[config.mk]
export PLATFORM = sky130hd
export DESIGN_NAME = sd_stream_ctrl
export DESIGN_NICKNAME = d
export VERILOG_FILES = /design/src/rtl/sd_pkg.sv /design/src/rtl/sd_match_core.sv /design/src/rtl/sd_stream_ctrl.sv
export SDC_FILE = /design/constraint.sdc
export NUM_CORES = 1
export LEC_CHECK = 0
export CORE_ASPECT_RATIO = 1.75
export CORE_MARGIN = 8
export CORE_UTILIZATION = 43
export DETAILED_ROUTE_END_ITERATION = 16
export HOLD_SLACK_MARGIN = 0.06
export PLACE_DENSITY = 0.69
export SKIP_CTS_REPAIR_TIMING = 1
export SYNTH_ARGS = -nofsm -noshare
export SYNTH_HDL_FRONTEND = slang
export SYNTH_SLANG_ARGS = --single-unit
export TNS_END_PERCENT = 50
[constraint.sdc]
create_clock -name clk -period 2.3 [get_ports clk]
set_input_delay 0.46 -clock clk [delete_from_list [all_inputs] [get_ports clk]]
set_output_delay 0.46 -clock clk [all_outputs]
set_load 0.02 [all_outputs]
[src/rtl/sd_pkg.sv]
// Shared types and defaults for the word-to-serial sequence detector slice.
package sd_pkg;

  typedef enum logic [1:0] {
    IDLE   = 2'd0,
    SHIFT  = 2'd1,
    REPORT = 2'd2
  } sd_state_e;

  localparam int unsigned         SD_PLEN    = 3;
  localparam logic [SD_PLEN-1:0]  SD_PATTERN = 3'b100;

  // Width needed to hold a per-word match count of 0..w.
  function automatic int unsigned sd_cw(input int unsigned w);
    return $clog2(w + 1);
  endfunction

endpackage

[src/rtl/sd_match_core.sv]
// Overlapping serial pattern matcher: registered bit history plus fill level,
// combinational (Mealy) match on the bit currently presented.
module sd_match_core
  import sd_pkg::*;
#(
  parameter int unsigned          PLEN    = SD_PLEN,
  parameter logic [PLEN-1:0]      PATTERN = SD_PATTERN
) (
  input  logic clk,
  input  logic rst_n,
  input  logic bit_in,
  input  logic bit_en,
  input  logic clr,
  output logic match
);

  localparam int unsigned     FW       = $clog2(PLEN);
  localparam logic [FW-1:0]   FILL_MAX = FW'(PLEN - 1);

  logic [PLEN-2:0] hist_q, hist_d;
  logic [FW-1:0]   fill_q, fill_d;
  logic [PLEN-1:0] window;

  assign window = {hist_q, bit_in};
  // Fill gates matches until PLEN-1 genuine history bits have been seen.
  assign match  = bit_en && (fill_q == FILL_MAX) && (window == PATTERN);

  always_comb begin
    hist_d = hist_q;
    fill_d = fill_q;
    if (clr) begin
      hist_d = '0;
      fill_d = '0;
    end else if (bit_en) begin
      hist_d = window[PLEN-2:0];
      if (fill_q != FILL_MAX) fill_d = fill_q + FW'(1);
    end
  end

  always_ff @(posedge clk or negedge rst_n) begin
    if (!rst_n) begin
      hist_q <= '0;
      fill_q <= '0;
    end else begin
      hist_q <= hist_d;
      fill_q <= fill_d;
    end
  end

endmodule

[src/rtl/sd_stream_ctrl.sv]
// Word-in / count-out controller: shifts each accepted word MSB-first through
// the serial matcher and reports the number of detections for that word.
module sd_stream_ctrl
  import sd_pkg::*;
#(
  parameter int unsigned       W       = 8,
  parameter int unsigned       PLEN    = SD_PLEN,
  parameter logic [PLEN-1:0]   PATTERN = SD_PATTERN,
  parameter int unsigned       CW      = sd_cw(W)
) (
  input  logic          clk,
  input  logic          rst_n,
  input  logic          in_valid,
  output logic          in_ready,
  input  logic [W-1:0]  in_data,
  input  logic          hist_clr,
  output logic          out_valid,
  input  logic          out_ready,
  output logic [CW-1:0] out_count,
  output logic          out_hit,
  output logic          det_pulse,
  output logic          busy
);

  localparam int unsigned IW = $clog2(W);

  sd_state_e        state_q, state_d;
  logic [W-1:0]     shift_q, shift_d;
  logic [IW-1:0]    idx_q, idx_d;
  logic [CW-1:0]    cnt_q, cnt_d;
  logic             match;
  logic             bit_en;
  logic             core_clr;

  assign bit_en   = (state_q == SHIFT);
  // History clear is only honoured while idle, so it lands before the first bit.
  assign core_clr = hist_clr && (state_q == IDLE);

  sd_match_core #(
    .PLEN    (PLEN),
    .PATTERN (PATTERN)
  ) u_core (
    .clk    (clk),
    .rst_n  (rst_n),
    .bit_in (shift_q[W-1]),
    .bit_en (bit_en),
    .clr    (core_clr),
    .match  (match)
  );

  always_ff @(posedge clk or negedge rst_n) begin
    if (!rst_n) begin
      state_q <= IDLE;
      shift_q <= '0;
      idx_q   <= '0;
      cnt_q   <= '0;
    end else begin
      state_q <= state_d;
      shift_q <= shift_d;
      idx_q   <= idx_d;
      cnt_q   <= cnt_d;
    end
  end

  always_comb begin
    state_d = state_q;
    unique case (state_q)
      IDLE:    if (in_valid)        state_d = SHIFT;
      SHIFT:   if (idx_q == '0)     state_d = REPORT;
      REPORT:  if (out_ready)       state_d = IDLE;
      default:                      state_d = IDLE;
    endcase
  end

  always_comb begin
    shift_d = shift_q;
    idx_d   = idx_q;
    cnt_d   = cnt_q;
    if (state_q == IDLE && in_valid) begin
      shift_d = in_data;
      idx_d   = IW'(W - 1);
      cnt_d   = '0;
    end else if (state_q == SHIFT) begin
      shift_d = {shift_q[W-2:0], 1'b0};
      idx_d   = idx_q - IW'(1);
      cnt_d   = cnt_q + CW'(match);
    end
  end

  always_comb begin
    in_ready  = (state_q == IDLE);
    out_valid = (state_q == REPORT);
    busy      = (state_q != IDLE);
    det_pulse = match;
    out_count = cnt_q;
    out_hit   = (cnt_q != '0);
  end

endmodule

Word-level counts from Yosys, hierarchy flattened
Cells that the tools add are included.
Storage, ports and cells
  flip-flop bits (word level): 21
  latch bits: 0
  RAM bits: 0
  ROM bits: 0
  output and inout bits: 9
  word-level logic and storage cells: 45
  memories: 0
Cells by class
  add/sub/neg operators: 3
  multipliers: 0
  divide/modulo/power cells: 0
  magnitude comparators: 0
  eq/ne operators: 8
  shift-type cells: 0
  multiplexer cells: 15
  bitwise logic cells: 0
  reduce and logical (&&, ||, !) cells: 13
Operators with widths (number)
  2-bit 2-to-1 mux: 8
  8-bit 2-to-1 mux: 2
  4-bit 2-to-1 mux: 2
  2-bit nonzero test: 4
  3-bit 2-to-1 mux: 2
  2-bit inequality test (second input constant): 3
  2-bit case mux with 3 select lines: 1
  4-bit by 1-bit adder with 4-bit output: 1
  2-bit == test (second input constant): 2
  1-bit logical AND: 4
  4-bit nonzero test: 1
  3-bit == test (second input constant): 1
  3-bit logical NOT: 1
  3-bit AND reduction: 1
  3-bit by 1-bit subtractor with 3-bit output (second input constant): 1
  2-bit by 1-bit adder with 2-bit output (second input constant): 1
  2-bit by 1-bit == test with 1-bit output (second input constant): 1
  2-bit logical NOT: 1
  2-bit by 1-bit inequality test with 1-bit output (second input constant): 1
  2-bit AND reduction: 1

Longest topological paths before layout
  word-level depth: 6
  mapped depth: 10
  mapped depth without buffers: 9

Cells and area by module
Synthesis repeated with hierarchy kept, for this count alone.
Unflattened totals
  cell total of the unflattened synthesis: 98
  area, all modules: 1053.5 um^2
By module, submodules not included
  sd_stream_ctrl: instances 1, cells an instance 79, area an instance 842.1 um^2, seq. area each 425.4 um^2
  sd_match_core: instances 1, cells an instance 19, area an instance 211.5 um^2, seq. area each 100.1 um^2

Worst setup path before layout
Ideal clock, no wire load.
  path type: flip-flop to flip-flop
  start: reg state_q[1]
  end: reg cnt_q[2], in the netlist out_count[2]
  data arrival time: 2.043 ns
  data required time: 2.169 ns
  path slack: 0.126 ns
  stages on the path, launching flop included: 11
  buffers on the path: 2
  clock period less this slack: 2.174 ns
  cell sequence: dfrtp_1 -> nor2b_2 -> buf_4 -> buf_2 -> nand3_1 -> nor3_1 -> ha_1 -> ha_1 -> nand3b_1 -> nand3_2 -> o21ai_1
On the way
  word-level cells in the longest chain between the ends: 6
RTL lines
  start: declaration: RTL line sd_stream_ctrl.sv:27  | sd_state_e state_q, state_d;
  start signal: assignment: RTL line sd_stream_ctrl.sv:58  | state_q <= state_d;
  2-bit by 1-bit == test with 1-bit output: RTL line sd_stream_ctrl.sv:35  | assign bit_en = (state_q == SHIFT);
  1-bit logical AND (2 in a row): RTL line sd_match_core.sv:26  | assign match = bit_en && (fill_q == FILL_MAX) && (window == PATTERN);
  named net det_pulse: RTL line sd_stream_ctrl.sv:21  | output logic det_pulse,
  4-bit by 1-bit adder with 4-bit output: RTL line sd_stream_ctrl.sv:86  | cnt_d = cnt_q + CW'(match);
  4-bit 2-to-1 mux: RTL line sd_stream_ctrl.sv:83  | end else if (state_q == SHIFT) begin
  4-bit 2-to-1 mux: RTL line sd_stream_ctrl.sv:79  | if (state_q == IDLE && in_valid) begin
  end signal: assignment: RTL line sd_stream_ctrl.sv:61  | cnt_q <= cnt_d;
  end: declaration: RTL line sd_stream_ctrl.sv:30  | logic [CW-1:0] cnt_q, cnt_d;
The timed path passes the listed nets, and every way through them passes these cells. The select of a mux whose other input is x is not followed.
A chain may end at the register's enable or synchronous reset.

Worst setup path in the final report
  start: reg cnt_q[2], in the netlist out_count[2]
  end: out out_hit
On the way
  word-level cells in the longest chain between the ends: 1
RTL lines
  4-bit nonzero test: RTL line sd_stream_ctrl.sv:96  | out_hit = (cnt_q != '0);
  end: declaration: RTL line sd_stream_ctrl.sv:20  | output logic out_hit,
Every way passes these cells.

==> metrics.txt <==
status=finished, final reports clean; Final min period=about 2.2 ns; Via Count=798; Placed Cells=146; Power Total=1.60 mW; drt first pass iters=4; Fillers=approximately 220; Clock Pin Slew Worst Setup and Hold Paths=~0.08 ns; antenna-violating nets left=0; Root Buffer Master=clkbuf_8; total CTS buffers=3; Die ar.=approximately 0.0043 mm2; Iteration-0 DRC Markers=22; Via density=roughly 5.3; Final setup viols=0; crit path max fanout=5; worst r2r path cells=9; WL final=2.19 mm; H-tree Lvls=1; clock latency on the worst-skew pair=~0.26 ns; Slew HR=65.9%; Max IR drop VDD=714 uV; reg-to-reg startpoint=u_core.fill_q[0]; HPWL after detailed placement=about 1.6 mm; DRC Markers=0; async set-reset flop share out of synthesis=between 90% and 100%; Hold Crit Endpoint=shift_q[1]; syn nets=approximately 120; critical path launch point type=register; crit path DAT=~1.8 ns; Yosys cell types=33; Worst Tran Pin Value=just over 0.5 ns; hold wc startpoint=shift_q[1]; WL/cell=roughly 15 um; Die Y=81.2 um; Core ar.=around 0.0023 mm2; num rows=23; largest net degree at the start of global routing=22; Seq/Total Area, Yosys=slightly above 50%; Mean Syn Cell Area=10.3 um2; RePlAce Congestion=~0.70; Worst Path Required=1.84 ns; CP Class=register to output port; min-delay worst type=register to register; fin crit share=96.7%; Chip Width=53.2 um; final net count=~140; clk_skew=0.00475 ns; initial antenna violation count=0; ys flop type=dfrtp_1; FF-to-FF setup slack=0.55 ns; reg-to-reg critical path endpoint=out_count[2]; Yosys warning total=0; Initial Util=between 40% and 50%; flops & latches, synth=21; max_cap viols=0; post-synthesis cell area=roughly 0.0010 mm2; CP Capture Type=output port; CTS tree=done; share of cells above drive strength 1=approximately an eighth; clk buf depth=2; Final Hold Vio Count=0; non-filler cells, final=150; commonest non-fill, non-tap cell in the layout=nand2_1; most frequent cells in the layout=nand2_1, dfrtp_1, clkdlybuf4s50_1; EDFF count, synth=0; clock sinks=21; Global Route Usage Sum=around an eighth; WHS Path Cells=2; Diodes inserted=0; P&R area growth vs syn=26.3%; IO Port Bufs=21; Slew Limit Fails=0; RSZ-0062 raised after global routing=false; fmax=about 450 MHz; vias in the first global route=900; Gate Count Post-Synth=a little over 100; # IOs=22; grt total ovfl=0; P_leak=roughly 0.66 nW; global-route wire length before repair=around 4.0 mm; Power Density=roughly 1200 mW/mm2
-- layer usage --
layer / track usage, % / wire length (um)
met1: 13.4 / 960
met5: 0 / 0
met3: 3.29 / 118
met2: 19.8 / 1080
met4: 3.81 / 34
-- synthesized netlist by cell type, types with 2 or more instances --
master	number	area, um2
inv_1	5	18.8
o21bai_1	2	15.0
a22o_1	3	26.3
o21ai_0	2	10.0
nor3_1	2	10.0
buf_6	3	33.8
a22oi_1	7	52.6
a22o_2	2	20.0
nand2_1	24	90.1
ha_1	5	62.6
dfrtp_1	21	526
nand3_1	4	20.0
-- registers in the layout (all words and copies together) (netlist names) --
signal and flops:
shift_q 8, state_q 2, idx_q 3, u_core.fill_q 2, u_core.hist_q 2, out_count 4
-- stage by stage --
step | setup TNS (ns) | util (%) | hold slack, ns | cell area, um2 | worst slack, ns
2_1_floorplan | 0 | - | 0.164 | 1040 | 0.126
3_3_place_gp | 0 | 55.1 | 0.459 | 1270 | 0.235
3_5_place_dp | 0 | 55.1 | 0.466 | 1270 | 0.183
4_1_cts | -0.113 | 57.1 | 0.486 | 1320 | -0.113
5_1_grt | 0 | 57.2 | 0.522 | 1320 | 0.0298
6_report | 0 | 57.2 | 0.484 | 1320 | 0.0770
-- layout make-up --
type / count / area (um2) / area share, %
inverter: 5 / 18.8 / 1.42
timing repair buffer: 25 / 243 / 18.4
clock buffer: 3 / 41.3 / 3.13
multi-input combinational: 70 / 453 / 34.4
tap: 25 / 31.3 / 2.37
sequential: 21 / 526 / 39.9
clock inverter: 1 / 5.00 / 0.380
-- critical path, stage by stage, from the launching register on --
cell and delay [ns]:
dfrtp_1 0.42, or4_1 0.53, clkdlybuf4s50_1 0.56
-- worst max-delay path by stage --
stage	start	end	cells past startpoint
2_1_floorplan	state_q[1]	out_count[2]	10
3_3_place_gp	u_core.fill_q[0]	det_pulse	5
3_5_place_dp	u_core.fill_q[0]	det_pulse	5
4_1_cts	u_core.fill_q[0]	det_pulse	5
5_1_grt	out_count[2]	out_hit	2
6_report	out_count[2]	out_hit	2
-- cell families (layout without fill, tap and decap cells) --
kind of cell,Yosys count,count (layout),synth area share [%]
AND/OR/NAND/NOR,42,42,20.6
adder cells (fa/ha/maj),5,5,6.00
multiplexers,1,1,0.959
flip-flops,21,21,50.4
XOR/XNOR,1,1,0.839
buffers and inverters,10,34,6.23
AO/OA/AOI/OAI,21,21,15.0
-- power breakdown --
part	leakage, nW	internal [mW]	switching (mW)
sequential	0.268	0.514	0.0992
clock	0.0255	0.120	0.116
combinational	0.371	0.353	0.394
total	0.665	0.987	0.610
No activity file was read; power rests on OpenSTA's default activity.
